[src/rtl/video_pkg.sv]
// Register map indices, bit positions and timing helpers for video_timing_gen.
// Pure constants and functions; no clocked logic.
package video_pkg;

    localparam logic [1:0] REG_STATUS   = 2'd0;
    localparam logic [1:0] REG_LINE_CMP = 2'd1;
    localparam logic [1:0] REG_IRQ      = 2'd2;
    localparam logic [1:0] REG_POS      = 2'd3;

    localparam int IRQ_EN_BIT      = 31;
    localparam int IRQ_PEND_BIT    = 0;
    localparam int STAT_ACTIVE_BIT = 16;
    localparam int STAT_VBLANK_BIT = 17;

    function automatic int calc_total(input int active, input int fp, input int sync, input int bp);
        return active + fp + sync + bp;
    endfunction

endpackage

[src/rtl/video_timing_gen_if.sv]
// CPU register window bus between a host (master) and video_timing_gen (slave).
// Reads return one cycle after the address is presented; no backpressure.
interface video_timing_gen_if;
    logic [31:0] cpu_addr_in;
    logic [31:0] cpu_data_in;
    logic [3:0]  cpu_write_enable_in;
    logic [31:0] cpu_data_out;

    modport master (output cpu_addr_in, cpu_data_in, cpu_write_enable_in, input cpu_data_out);
    modport slave  (input cpu_addr_in, cpu_data_in, cpu_write_enable_in, output cpu_data_out);
endinterface

[src/rtl/video_delay_line.sv]
// N-stage register delay for a W-bit bundle with a per-bit reset value.
// Latency N cycles (N=0 is a wire); always accepts, no backpressure.
module video_delay_line #(
    parameter int              W       = 4,
    parameter int              N       = 2,
    parameter logic [W-1:0]    RST_VAL = '0
) (
    input  logic         i_clk,
    input  logic         i_rst,
    input  logic [W-1:0] i_dat,
    output logic [W-1:0] o_dat
);

    generate
        if (N == 0) begin : g_bypass
            logic w_unused;
            assign w_unused = i_clk ^ i_rst;
            assign o_dat    = i_dat;
        end else begin : g_pipe
            logic [W-1:0] r_stage [N];

            always_ff @(posedge i_clk or posedge i_rst) begin
                if (i_rst) begin
                    for (int i = 0; i < N; i++) r_stage[i] <= RST_VAL;
                end else begin
                    r_stage[0] <= i_dat;
                    for (int i = 1; i < N; i++) r_stage[i] <= r_stage[i-1];
                end
            end

            assign o_dat = r_stage[N-1];
        end
    endgenerate

endmodule

[src/rtl/video_timing_gen.sv]
// Raster timing generator with delayed sync/active/new_frame and a CPU register window.
// Counters are undelayed; sync bundle lags by PIPE_DEPTH; reads are registered (1 cycle).
module video_timing_gen
    import video_pkg::*;
#(
    parameter int H_ACTIVE   = 1280,
    parameter int H_FP       = 110,
    parameter int H_SYNC     = 40,
    parameter int H_BP       = 220,
    parameter int V_ACTIVE   = 720,
    parameter int V_FP       = 5,
    parameter int V_SYNC     = 5,
    parameter int V_BP       = 20,
    parameter int SYNC_POL   = 1,
    parameter int PIPE_DEPTH = 2,
    localparam int H_TOTAL   = calc_total(H_ACTIVE, H_FP, H_SYNC, H_BP),
    localparam int V_TOTAL   = calc_total(V_ACTIVE, V_FP, V_SYNC, V_BP),
    localparam int HW        = $clog2(H_TOTAL),
    localparam int VW        = $clog2(V_TOTAL)
) (
    input  logic          clk_hdmi_in,
    input  logic          rst_in,
    output logic [HW-1:0] hcount_out,
    output logic [VW-1:0] vcount_out,
    output logic          hsync_out,
    output logic          vsync_out,
    output logic          active_draw_out,
    output logic          new_frame_out,
    output logic          irq_out,
    video_timing_gen_if.slave cpu
);

    localparam logic [HW-1:0] H_LAST     = HW'(H_TOTAL - 1);
    localparam logic [VW-1:0] V_LAST     = VW'(V_TOTAL - 1);
    localparam logic [HW-1:0] H_ACT_C    = HW'(H_ACTIVE);
    localparam logic [VW-1:0] V_ACT_C    = VW'(V_ACTIVE);
    localparam logic [HW-1:0] HS_FIRST   = HW'(H_ACTIVE + H_FP);
    localparam logic [HW-1:0] HS_LAST    = HW'(H_ACTIVE + H_FP + H_SYNC - 1);
    localparam logic [VW-1:0] VS_FIRST   = VW'(V_ACTIVE + V_FP);
    localparam logic [VW-1:0] VS_LAST    = VW'(V_ACTIVE + V_FP + V_SYNC - 1);
    localparam logic          SYNC_ON    = (SYNC_POL != 0);
    localparam logic [3:0]    RST_VEC    = {~SYNC_ON, ~SYNC_ON, 2'b00};

    logic [HW-1:0] r_h;
    logic [VW-1:0] r_v;
    logic          r_started;
    logic [15:0]   r_frame_count;
    logic [15:0]   r_line_cmp;
    logic          r_irq_en;
    logic          r_irq_pending;
    logic [31:0]   r_rdata;

    logic          w_active;
    logic          w_vblank;
    logic          w_hsync;
    logic          w_vsync;
    logic          w_new_frame;
    logic          w_line_match;
    logic [3:0]    w_raw;
    logic [3:0]    w_dly;
    logic [31:0]   w_rdata;
    logic [1:0]    w_idx;
    logic [3:0]    w_we;
    logic          w_unused;

    always_ff @(posedge clk_hdmi_in or posedge rst_in) begin
        if (rst_in) begin
            r_h       <= '0;
            r_v       <= '0;
            r_started <= 1'b0;
        end else begin
            r_started <= 1'b1;
            if (r_h == H_LAST) begin
                r_h <= '0;
                r_v <= (r_v == V_LAST) ? '0 : r_v + 1'b1;
            end else begin
                r_h <= r_h + 1'b1;
            end
        end
    end

    assign w_active    = (r_h < H_ACT_C) && (r_v < V_ACT_C);
    assign w_vblank    = (r_v >= V_ACT_C);
    assign w_hsync     = ((r_h >= HS_FIRST) && (r_h <= HS_LAST)) ? SYNC_ON : ~SYNC_ON;
    assign w_vsync     = ((r_v >= VS_FIRST) && (r_v <= VS_LAST)) ? SYNC_ON : ~SYNC_ON;
    // The (0,0) state held through reset is not a frame start.
    assign w_new_frame = r_started && (r_h == '0) && (r_v == '0);
    assign w_line_match = (r_h == '0) && (32'(r_v) == 32'(r_line_cmp));

    // Forcing the bundle during reset keeps a zero-depth pipe at its idle levels.
    assign w_raw = rst_in ? RST_VEC : {w_hsync, w_vsync, w_active, w_new_frame};

    video_delay_line #(
        .W       (4),
        .N       (PIPE_DEPTH),
        .RST_VAL (RST_VEC)
    ) u_delay (
        .i_clk (clk_hdmi_in),
        .i_rst (rst_in),
        .i_dat (w_raw),
        .o_dat (w_dly)
    );

    assign {hsync_out, vsync_out, active_draw_out, new_frame_out} = w_dly;
    assign hcount_out = r_h;
    assign vcount_out = r_v;
    assign irq_out    = r_irq_pending && r_irq_en;

    assign w_idx = cpu.cpu_addr_in[3:2];
    assign w_we  = cpu.cpu_write_enable_in;

    always_ff @(posedge clk_hdmi_in or posedge rst_in) begin
        if (rst_in) begin
            r_frame_count <= '0;
        end else if (w_new_frame) begin
            r_frame_count <= r_frame_count + 16'd1;
        end
    end

    always_ff @(posedge clk_hdmi_in or posedge rst_in) begin
        if (rst_in) begin
            r_line_cmp <= '0;
            r_irq_en   <= 1'b0;
        end else if (w_idx == REG_LINE_CMP) begin
            if (w_we[0]) r_line_cmp[7:0]  <= cpu.cpu_data_in[7:0];
            if (w_we[1]) r_line_cmp[15:8] <= cpu.cpu_data_in[15:8];
            if (w_we[3]) r_irq_en         <= cpu.cpu_data_in[IRQ_EN_BIT];
        end
    end

    // A match in the same cycle as a clear keeps the interrupt pending.
    always_ff @(posedge clk_hdmi_in or posedge rst_in) begin
        if (rst_in) begin
            r_irq_pending <= 1'b0;
        end else if (w_line_match) begin
            r_irq_pending <= 1'b1;
        end else if ((w_idx == REG_IRQ) && w_we[0] && cpu.cpu_data_in[IRQ_PEND_BIT]) begin
            r_irq_pending <= 1'b0;
        end
    end

    always_comb begin
        w_rdata = '0;
        case (w_idx)
            REG_STATUS: begin
                w_rdata[15:0]            = r_frame_count;
                w_rdata[STAT_ACTIVE_BIT] = w_active;
                w_rdata[STAT_VBLANK_BIT] = w_vblank;
            end
            REG_LINE_CMP: begin
                w_rdata[15:0]       = r_line_cmp;
                w_rdata[IRQ_EN_BIT] = r_irq_en;
            end
            REG_IRQ: w_rdata[IRQ_PEND_BIT] = r_irq_pending;
            REG_POS: w_rdata = {16'(r_v), 16'(r_h)};
            default: w_rdata = '0;
        endcase
    end

    always_ff @(posedge clk_hdmi_in or posedge rst_in) begin
        if (rst_in) begin
            r_rdata <= '0;
        end else begin
            r_rdata <= w_rdata;
        end
    end

    assign cpu.cpu_data_out = r_rdata;

    assign w_unused = ^{cpu.cpu_addr_in[31:4], cpu.cpu_addr_in[1:0], cpu.cpu_data_in[30:16], w_we[2]};

endmodule

[src/flat_wrapper.sv]
// flat-port wrapper written by rule: the top's interface ports become plain ports
module video_timing_gen_flat import video_pkg::*;
#(
    parameter int H_ACTIVE   = 1280,
    parameter int H_FP       = 110,
    parameter int H_SYNC     = 40,
    parameter int H_BP       = 220,
    parameter int V_ACTIVE   = 720,
    parameter int V_FP       = 5,
    parameter int V_SYNC     = 5,
    parameter int V_BP       = 20,
    parameter int SYNC_POL   = 1,
    parameter int PIPE_DEPTH = 2,
    localparam int H_TOTAL   = calc_total(H_ACTIVE, H_FP, H_SYNC, H_BP),
    localparam int V_TOTAL   = calc_total(V_ACTIVE, V_FP, V_SYNC, V_BP),
    localparam int HW        = $clog2(H_TOTAL),
    localparam int VW        = $clog2(V_TOTAL)
)
  (clk_hdmi_in, rst_in, hcount_out, vcount_out, hsync_out, vsync_out, active_draw_out, new_frame_out, irq_out, cpu_cpu_addr_in, cpu_cpu_data_in, cpu_cpu_write_enable_in, cpu_cpu_data_out);
  video_timing_gen_if cpu_i ();
  input  logic clk_hdmi_in;
  input  logic rst_in;
  output logic [HW-1:0] hcount_out;
  output logic [VW-1:0] vcount_out;
  output logic hsync_out;
  output logic vsync_out;
  output logic active_draw_out;
  output logic new_frame_out;
  output logic irq_out;
  input wire logic [$bits(cpu_i.cpu_addr_in)-1:0] cpu_cpu_addr_in;
  input wire logic [$bits(cpu_i.cpu_data_in)-1:0] cpu_cpu_data_in;
  input wire logic [$bits(cpu_i.cpu_write_enable_in)-1:0] cpu_cpu_write_enable_in;
  output wire logic [$bits(cpu_i.cpu_data_out)-1:0] cpu_cpu_data_out;
  assign cpu_i.cpu_addr_in = cpu_cpu_addr_in;
  assign cpu_i.cpu_data_in = cpu_cpu_data_in;
  assign cpu_i.cpu_write_enable_in = cpu_cpu_write_enable_in;
  assign cpu_cpu_data_out = cpu_i.cpu_data_out;
  video_timing_gen #(.H_ACTIVE(H_ACTIVE), .H_FP(H_FP), .H_SYNC(H_SYNC), .H_BP(H_BP), .V_ACTIVE(V_ACTIVE), .V_FP(V_FP), .V_SYNC(V_SYNC), .V_BP(V_BP), .SYNC_POL(SYNC_POL), .PIPE_DEPTH(PIPE_DEPTH)) u_core (.clk_hdmi_in(clk_hdmi_in), .rst_in(rst_in), .hcount_out(hcount_out), .vcount_out(vcount_out), .hsync_out(hsync_out), .vsync_out(vsync_out), .active_draw_out(active_draw_out), .new_frame_out(new_frame_out), .irq_out(irq_out), .cpu(cpu_i));
endmodule
[config.mk]
export PLATFORM = sky130hd
export DESIGN_NAME = video_timing_gen_flat
export DESIGN_NICKNAME = d
export VERILOG_FILES = /design/src/rtl/video_pkg.sv /design/src/rtl/video_timing_gen_if.sv /design/src/rtl/video_delay_line.sv /design/src/rtl/video_timing_gen.sv /design/src/flat_wrapper.sv
export SDC_FILE = /design/constraint.sdc
export NUM_CORES = 1
export LEC_CHECK = 0
export BUFFER_PORTS_ARGS = -buffer_cell sky130_fd_sc_hd__buf_2
export CAP_MARGIN = 20
export CORE_UTILIZATION = 35
export CTS_BUF_LIST = sky130_fd_sc_hd__clkbuf_8
export DETAILED_ROUTE_END_ITERATION = 16
export GPL_TIMING_DRIVEN = 1
export PLACE_DENSITY = 0.58
export SLEW_MARGIN = 20
export SYNTH_ARGS = -nofsm -noshare
export SYNTH_HDL_FRONTEND = slang
export SYNTH_SLANG_ARGS = --single-unit
[constraint.sdc]
create_clock -name clk_hdmi_in -period 2.65 [get_ports clk_hdmi_in]
set_input_delay 0.3975 -clock clk_hdmi_in [delete_from_list [all_inputs] [get_ports clk_hdmi_in]]
set_output_delay 0.3975 -clock clk_hdmi_in [all_outputs]
set_load 0.05 [all_outputs]
* Word-level counts from Yosys, hierarchy flattened
Cells that the tools add are included.
** Storage, ports and cells
- Register bits :: 96
- Latch bits :: 0
- RAM bits :: 0
- ROM bits :: 0
- Bits of input ports :: 70
- Memories kept :: 0
** Cells by class
- $add $sub $neg :: 3
- Multiply operators :: 0
- Div/mod/pow operators :: 0
- $lt $le $gt $ge :: 7
- Equal/unequal tests :: 6
- Shift operators :: 0
- Mux-type cells :: 12
- Bitwise gates (word level) :: 0
- Reductions and logical operators :: 16
** Operators by type and width (number)
- $pmux 15 s3 :: 1
- $ge 10x10->1 const B :: 2
- $add 16x1->16 const B :: 1
- $eq 10x16->1 :: 1
- $add 11x1->11 const B :: 1
- $eq 11x11->1 const B :: 1
- $ge 11x11->1 const B :: 1
- $le 11x11->1 const B :: 1
- $logic_not 11->1 :: 1
- $lt 11x11->1 const B :: 1
- $mux 11 :: 1
- $add 10x1->10 const B :: 1
- $eq 10x10->1 const B :: 1
- $le 10x10->1 const B :: 1
- $logic_not 10->1 :: 1
- $lt 10x10->1 const B :: 1
- $mux 10 :: 1
- $logic_and 1x1->1 :: 9
- $mux 8 :: 1
- $reduce_and 2->1 :: 3
- $mux 1 :: 5
- $eq 2x2->1 const B :: 2
- $mux 4 :: 1
- $pmux 1 s4 :: 1
- 4 further kinds :: 4

* Depth between registers and ports, before layout
Gate-level depths: netlist (run 1).
- Depth in word-level cells :: 5
- Gate-level depth with buffers :: 8

* Modules after synthesis
Synthesis (run 1) repeated with hierarchy kept, for this count alone.
** Second synthesis, totals
- Cells, all modules :: 389
- Area, all modules :: 4250.3 um2
** By module, submodules not included
- video_timing_gen :: instances 1, cells an instance 376, area an instance 4016.4 um2, seq. area each 2077.0 um2
- video_delay_line :: instances 1, cells an instance 13, area an instance 234.0 um2, seq. area each 200.2 um2

* Worst setup path before layout (run 1)
Ideal clock, no wire load.
- Path kind :: input-to-reg
- From :: in rst_in
- To :: reg u_core.u_delay.g_pipe.r_stage[5] (netlist bit)
- Setup time :: 0.079 ns
- Arrival :: 2.652 ns
- Required time :: 2.571 ns
- Slack :: -0.081 ns
- Stages on the path :: 2
- Path through :: inv_1 -> and3_1
** Between the ends
- Longest elaborated chain between the ends :: 1
** RTL lines
- start, declared :: RTL line flat_wrapper.sv:22 : input logic rst_in;
- $mux 4 :: RTL line video_timing_gen.sv:91 : assign w_raw = rst_in ? RST_VEC : {w_hsync, w_vsync, w_active, w_new_frame};
- net u_core.u_delay.i_dat[1] :: RTL line video_delay_line.sv:10 : input logic [W-1:0] i_dat,
- end, declared :: RTL line video_delay_line.sv:20 : logic [W-1:0] r_stage [N];
The timed path passes the listed nets, and every way through them passes these cells.
A chain may end at the register's enable or synchronous reset.

* Final worst setup path (run 1)
- From :: reg u_core.r_v[0] (netlist: u_core.vcount_out[0])
- To :: reg u_core.r_frame_count[12]
** Between the ends
- Longest elaborated chain between the ends :: 2
** RTL lines
- start, declared :: RTL line video_timing_gen.sv:45 : logic [VW-1:0] r_v;
- start signal, assigned :: RTL line video_timing_gen.sv:75 : r_v <= (r_v == V_LAST) ? '0 : r_v + 1'b1;
- $logic_not 10->1 :: RTL line video_timing_gen.sv:87 : assign w_new_frame = r_started && (r_h == '0) && (r_v == '0);
- $logic_and 1x1->1 :: RTL line video_timing_gen.sv:87
- end signal, assigned :: RTL line video_timing_gen.sv:116 : r_frame_count <= r_frame_count + 16'd1;
- end, declared :: RTL line video_timing_gen.sv:47 : logic [15:0] r_frame_count;
No other way between the ends.

==> results of run 1 <==
==> critical path: stages, from the launching register on <==
cell      delay [ps]
dfrtp_1          380
inv_1             90
ha_1             190
nor4bb_1         460
nand4_1          390
nor4_1           440
xor2_1           170
==> per-layer routing <==
metal | vias to the layer above | wire, um | GRT usage, %
met5 | - | 0 | 0
met4 | 0 | 180 | 6.40
met3 | 14 | 537 | 3.05
li1 | 1527 | - | -
met1 | 1635 | 4960 | 24.9
met2 | 96 | 5050 | 27.7
==> registers in the layout (all words and copies together), names as in the netlist <==
signal,cells
u_core.r_frame_count,16
u_core.r_line_cmp,16
u_core.vcount_out,10
u_core.cpu.cpu_data_out,27
u_core.u_delay.o_dat,4
u_core.r_irq_pending,1
u_core.u_delay.g_pipe.r_stage,4
u_core.r_started,1
u_core.hcount_out,11
u_core.r_irq_en,1
==> cell usage in the layout, fill, tap and decap left out, types with 2 or more instances in the layout <==
master and count:
clkinvlp_4 2, conb_1 6, and2_1 12, and4_1 2
a21oi_1 3, xnor2_1 16, mux2_2 18, or4_4 2
nand2_1 17, mux2i_1 2, nor2b_1 3, nor4_1 8
clkbuf_8 11, a22o_1 2, a22oi_1 5, and3_1 6
buf_2 76, o31ai_1 2, dfrtp_1 91, nand4_1 11
o21ai_0 10, a222oi_1 11, inv_1 11, ha_1 13
nor4b_1 3, nor2_1 31, or4_1 2, buf_4 19
nor3b_1 2, a21o_1 3, a31oi_1 3, nor3_1 15
or3_1 2, o2111a_1 2, nand3_1 13, xor2_1 19
==> worst max path at each step <==
stage                     slack [ps]                  endpoint            startpoint  cells after the start
final                            440  u_core.r_frame_count[12]  u_core.vcount_out[0]                      6
after global routing             290  u_core.r_frame_count[15]  u_core.hcount_out[1]                      7
after CTS                        420  u_core.r_frame_count[12]  u_core.vcount_out[0]                      6
after detailed placement         430  u_core.r_frame_count[12]  u_core.vcount_out[0]                      6
after global placement           470  u_core.r_frame_count[12]  u_core.vcount_out[0]                      6
after floorplan                  300      u_core.vcount_out[0]  u_core.hcount_out[3]                      5
==> area by class of cell <==
type	instances	area, um2
tap	147	184
clock buffer	11	151
sequential	91	2280
fill	1170	6970
inverter	11	45.0
timing repair buffer	96	543
clock inverter	3	16.3
multi-input combinational	258	1830
==> power by group through the flow <==
stage	logic [mW]	registers (mW)	clock network [mW]
3_3_place_gp	0.295	1.55	0
3_5_place_dp	0.301	1.55	0
5_1_grt	0.323	1.53	0.932
4_1_cts	0.301	1.52	0.873
2_1_floorplan	0.160	1.59	0
6_report	0.297	1.52	0.847
==> cells by family (layout without fill, tap and decap cells) <==
group	count (synthesis)	count (layout)	synth area share (%)
AOI/OAI and AO/OA	47	47	8.36
xor gates and xnor gates	35	35	7.13
adders and majority gates	13	13	3.78
buffers and inverters	43	121	4.83
DFF	91	91	53.0
muxes	21	21	5.44
other	2	6	0.175
and+or+nand+nor	136	136	17.3
==> metrics by stage <==
stage,area (um2),power [mW],cells,worst slack (ps),hold WS [ps]
3_3_place_gp,4880,1.84,603,468,335
4_1_cts,5040,2.70,617,418,252
3_5_place_dp,4880,1.85,603,427,338
5_1_grt,5040,2.78,617,289,249
2_1_floorplan,4320,1.75,392,303,331
6_report,5040,2.67,617,439,216
==> impl_metrics.py, run 1 <==
metrics = {
    "route": {
        "ant_nets": 0,
        "drc_errors": 0,
        "dr.pass1.iters": 5,
        "num_vias": 3272,
        "vias_per_cell": 5.30,
        "drtIter0Drc": 229,
        "wirelength_mm": 10.7,
        "drt-wirelength-per-cell_um": 17.4,
    },
    "power": {
        "pwr-share-seq_pct": 57.1,
        "combPwrFrac_pct": 11.1,
        "leakagePower_nw": 2.56,
        "p_clk_share_pct": 31.8,
        "p_sw_share_pct": 27.1,
        "power_switching_uw": 724,
        "cellPowerDensity_nw_per_um2": 528,
        "ir_drop_mv": 0.244,
        "p_int_mw": 1.94,
    },
    "cells_and_area": {
        "area_delta_synth_final_pct": 17.4,
        "final_core_util_pct": 42.0,
        "drive_gt1_share_pct": 28.5,
        "nets": 550,
        "n_antenna_cell": 0,
    },
    "timing": {
        "max_freq_mhz": 452,
        "rsz0062_at_grt": "false",
        "hold_viol": 0,
        "skew_ps": 16.2,
        "setup_viol": 0,
        "period_needed_ps": 2210,
        "slew_headroom_pct": 49.3,
        "worst_pin_slew_ps": 761,
        "post-route-period-util_pct": 83.4,
        "tns_ps": 0,
        "slew_viol_final": 0,
    },
    "global_route": {
        "grt_usage_pct": 17.8,
        "grt_pass1_vias": 3212,
        "grt_antenna_before_repair": 0,
        "grt_max_degree": 92,
        "grt_overflow": 0,
        "grt_pass1_wl_mm": 17.2,
    },
    "synth": {
        "syn_area_per_cell_um2": 11.1,
        "yosysSeqAreaShare_pct": 53.0,
        "synth_cell_types": 52,
        "yosys_register_bits": 91,
        "synth.cell_area_um2": 4300,
        "syn-instance-count": 388,
        "yosys.area.top_type": "dfrtp_1",
        "synthArstFlopShare_pct": 100,
        "synth_commonest_cells": "dfrtp_1, nor2_1, xor2_1, mux2_2",
        "synth_top_flop_cell": "dfrtp_1",
        "ys.warnings.count": 0,
        "netlist.area_leader.share_pct": 53.0,
        "synth_edf_count": 0,
        "synthTopCellsByArea": "dfrtp_1, mux2_2, xor2_1, ha_1, xnor2_1",
        "yosysMostFrequentCell": "dfrtp_1",
    },
    "placed_design": {
        "port_buffers": 76,
        "place_congestion": 0.827,
        "post-dp-hpwl_mm": 7.51,
    },
    "setup_path": {
        "critPathLaunchType": "register",
        "cp_data_arrival_time_ps": 2500,
        "rr_worst_depth": 6,
        "r2r_slack_ps": 440,
        "path_max_fanout": 7,
        "r2r-start": "u_core.vcount_out[0]",
        "crit_path_end_kind": "register",
        "worst-setup-path-type": "register to register",
        "cp_data_required_time_ps": 2940,
        "reg2reg_to": "u_core.r_frame_count[12]",
    },
    "cts": {
        "clock_tree.root_cell": "clkbuf_8",
        "post_cts_buffers": 0,
        "cts_tree": "built",
        "cts.sinks": 91,
        "clock_path_buffers": 2,
        "worst_skew_pair.late_latency_ps": 370,
        "cts_inserted_buffers": 9,
        "cts_resized": 0,
        "htree_levels": 3,
        "path_clk_slew_ps": 80,
        "postCtsHoldBufs": 0,
    },
    "die": {
        "row_count": 40,
        "die_h_um": 113,
        "start_util_pct": 35.8,
        "die-area_um2": 12700,
        "pin_count": 128,
        "core_area_um2": 12000,
        "dieWidth_um": 113,
    },
    "hold_path": {
        "hold_class": "input pin to asynchronous set/reset pin",
    },
    "status": {
        "status": "completed",
    },
    "flow_run": {
        "maxCapViolCount": 0,
    },
}
(Power assumes the default switching activity.)
==> run 2, diff against run 1 <==
Clock period 2.65 ns to 2 ns, I/O delays scaled along.
==> impl_metrics.py, run 2 (synthesized netlist as in run 1, its figures left out) <==
metrics = {
    "status": {
        "status": "completed",
    },
    "global_route": {
        "grt_pass1_vias": 3217,
        "grt_max_degree": 75,
        "grt_pass1_wl_mm": 17.3,
        "grt_usage_pct": 17.9,
        "grt_overflow": 0,
        "grt_antenna_before_repair": 0,
    },
    "cells_and_area": {
        "largest_register_ffs": 27,
        "nets": 564,
        "final_core_util_pct": 44.3,
        "final_cell_mix": "dfrtp_1, buf_2, buf_4",
        "fillers": 1159,
        "area_delta_synth_final_pct": 23.9,
        "layout_commonest_cell": "dfrtp_1",
        "n_antenna_cell": 0,
        "multi_input_area_um2": 1950,
        "seqCellArea_um2": 2290,
        "drive_gt1_share_pct": 35.4,
    },
    "setup_path": {
        "crit_start": "u_core.hcount_out[2]",
        "path_max_fanout": 6,
        "cp_data_required_time_ps": 2310,
        "r2r-start": "u_core.hcount_out[2]",
        "worst-setup-path-type": "register to register",
        "cp_data_arrival_time_ps": 2260,
        "critPathLaunchType": "register",
        "crit_path_end_kind": "register",
    },
    "timing": {
        "max_freq_mhz": 511,
        "period_needed_ps": 1960,
        "setup_slack_ps": 44.4,
        "slew_viol_final": 0,
        "slew_headroom_pct": 51.7,
        "post-route-period-util_pct": 97.8,
        "setup_viol": 0,
        "skew_ps": 12.9,
        "rsz0062_at_grt": "false",
        "worst_pin_slew_ps": 724,
        "hold_viol": 0,
        "tns_ps": 0,
    },
    "route": {
        "wirelength_mm": 10.9,
        "num_vias": 3314,
        "dr.pass1.iters": 5,
        "vias_per_cell": 5.24,
        "ant_nets": 0,
        "drt-wirelength-per-cell_um": 17.1,
        "drtIter0Drc": 180,
        "drc_errors": 0,
    },
    "hold_path": {
        "hold_class": "input pin to asynchronous set/reset pin",
    },
    "die": {
        "start_util_pct": 35.8,
        "core_area_um2": 12000,
        "dieWidth_um": 113,
        "die_h_um": 113,
        "die-area_um2": 12700,
        "row_count": 40,
        "pin_count": 128,
    },
    "cts": {
        "cts_tree": "built",
        "clock_path_buffers": 2,
        "clock_tree.root_cell": "clkbuf_8",
        "postCtsHoldBufs": 0,
        "worst_skew_pair.late_latency_ps": 380,
        "htree_levels": 3,
        "cts_inserted_buffers": 9,
        "path_clk_slew_ps": 100,
        "cts.sinks": 91,
    },
    "power": {
        "leakagePower_nw": 2.68,
        "cellPowerDensity_nw_per_um2": 702,
        "ir_drop_mv": 0.339,
        "total_power_mw": 3.74,
    },
    "placed_design": {
        "post-dp-hpwl_mm": 7.74,
        "place_congestion": 0.849,
        "post-place-ws_ps": 15.3,
        "port_buffers": 76,
    },
    "flow_run": {
        "maxCapViolCount": 0,
    },
}
-- run 2: area by class of cell --
class	count	area share, %
clock inverter	5	1.13
inverter	11	0.846
sequential	91	43.0
multi-input combinational	258	36.6
tap	147	3.45
clock buffer	11	2.84
timing repair buffer	110	12.2
-- run 2: routing by layer --
layer / vias to the layer above / share of wire, % / wire length [um] / GRT usage (%)
met5: - / 0 / 0 / 0
met3: 17 / 3.8 / 412 / 4.12
met4: 0 / 2.0 / 221 / 7.20
met1: 1674 / 46 / 5040 / 23.9
li1: 1551 / - / - / -
met2: 72 / 48 / 5170 / 28.2
-- run 2: stage by stage --
step | cells | instance area, um2 | hold slack (ps)
2_1_floorplan | 392 | 4370 | 331
3_5_place_dp | 615 | 5010 | 335
5_1_grt | 633 | 5320 | 89.8
3_3_place_gp | 615 | 5010 | 335
4_1_cts | 631 | 5230 | 83.8
6_report | 633 | 5320 | 88.9
-- run 2: report_power, final --
group          internal [mW]  switching, mW  total [mW]
clock                  0.650          0.675        1.33
sequential              1.93         0.0855        2.02
combinational          0.144          0.253       0.397
-- run 2: critical path, stage by stage, from the launching register on --
cell and delay, ps:
dfrtp_2 410, or4_4 560, or4_4 500, or3_4 350, o21ai_2 60
-- run 2: worst paths after layout --
path	slack, ps	cells past startpoint	to
min reg2reg	350	0	u_core.u_delay.o_dat[1]
min	90	3	u_core.vcount_out[4]
min in group clk_hdmi_in	150	2	u_core.r_line_cmp[6]
max	40	4	u_core.vcount_out[0]
max reg2reg	40	4	u_core.vcount_out[0]
max in group asynchronous	1540	3	u_core.vcount_out[1]
-- run 2: timing repair --
action                     in CTS  in global routing
setup buffers                   0                  2
resized for setup               1                 13
setup endpoints to repair       2                 14
pin swaps                       0                  4
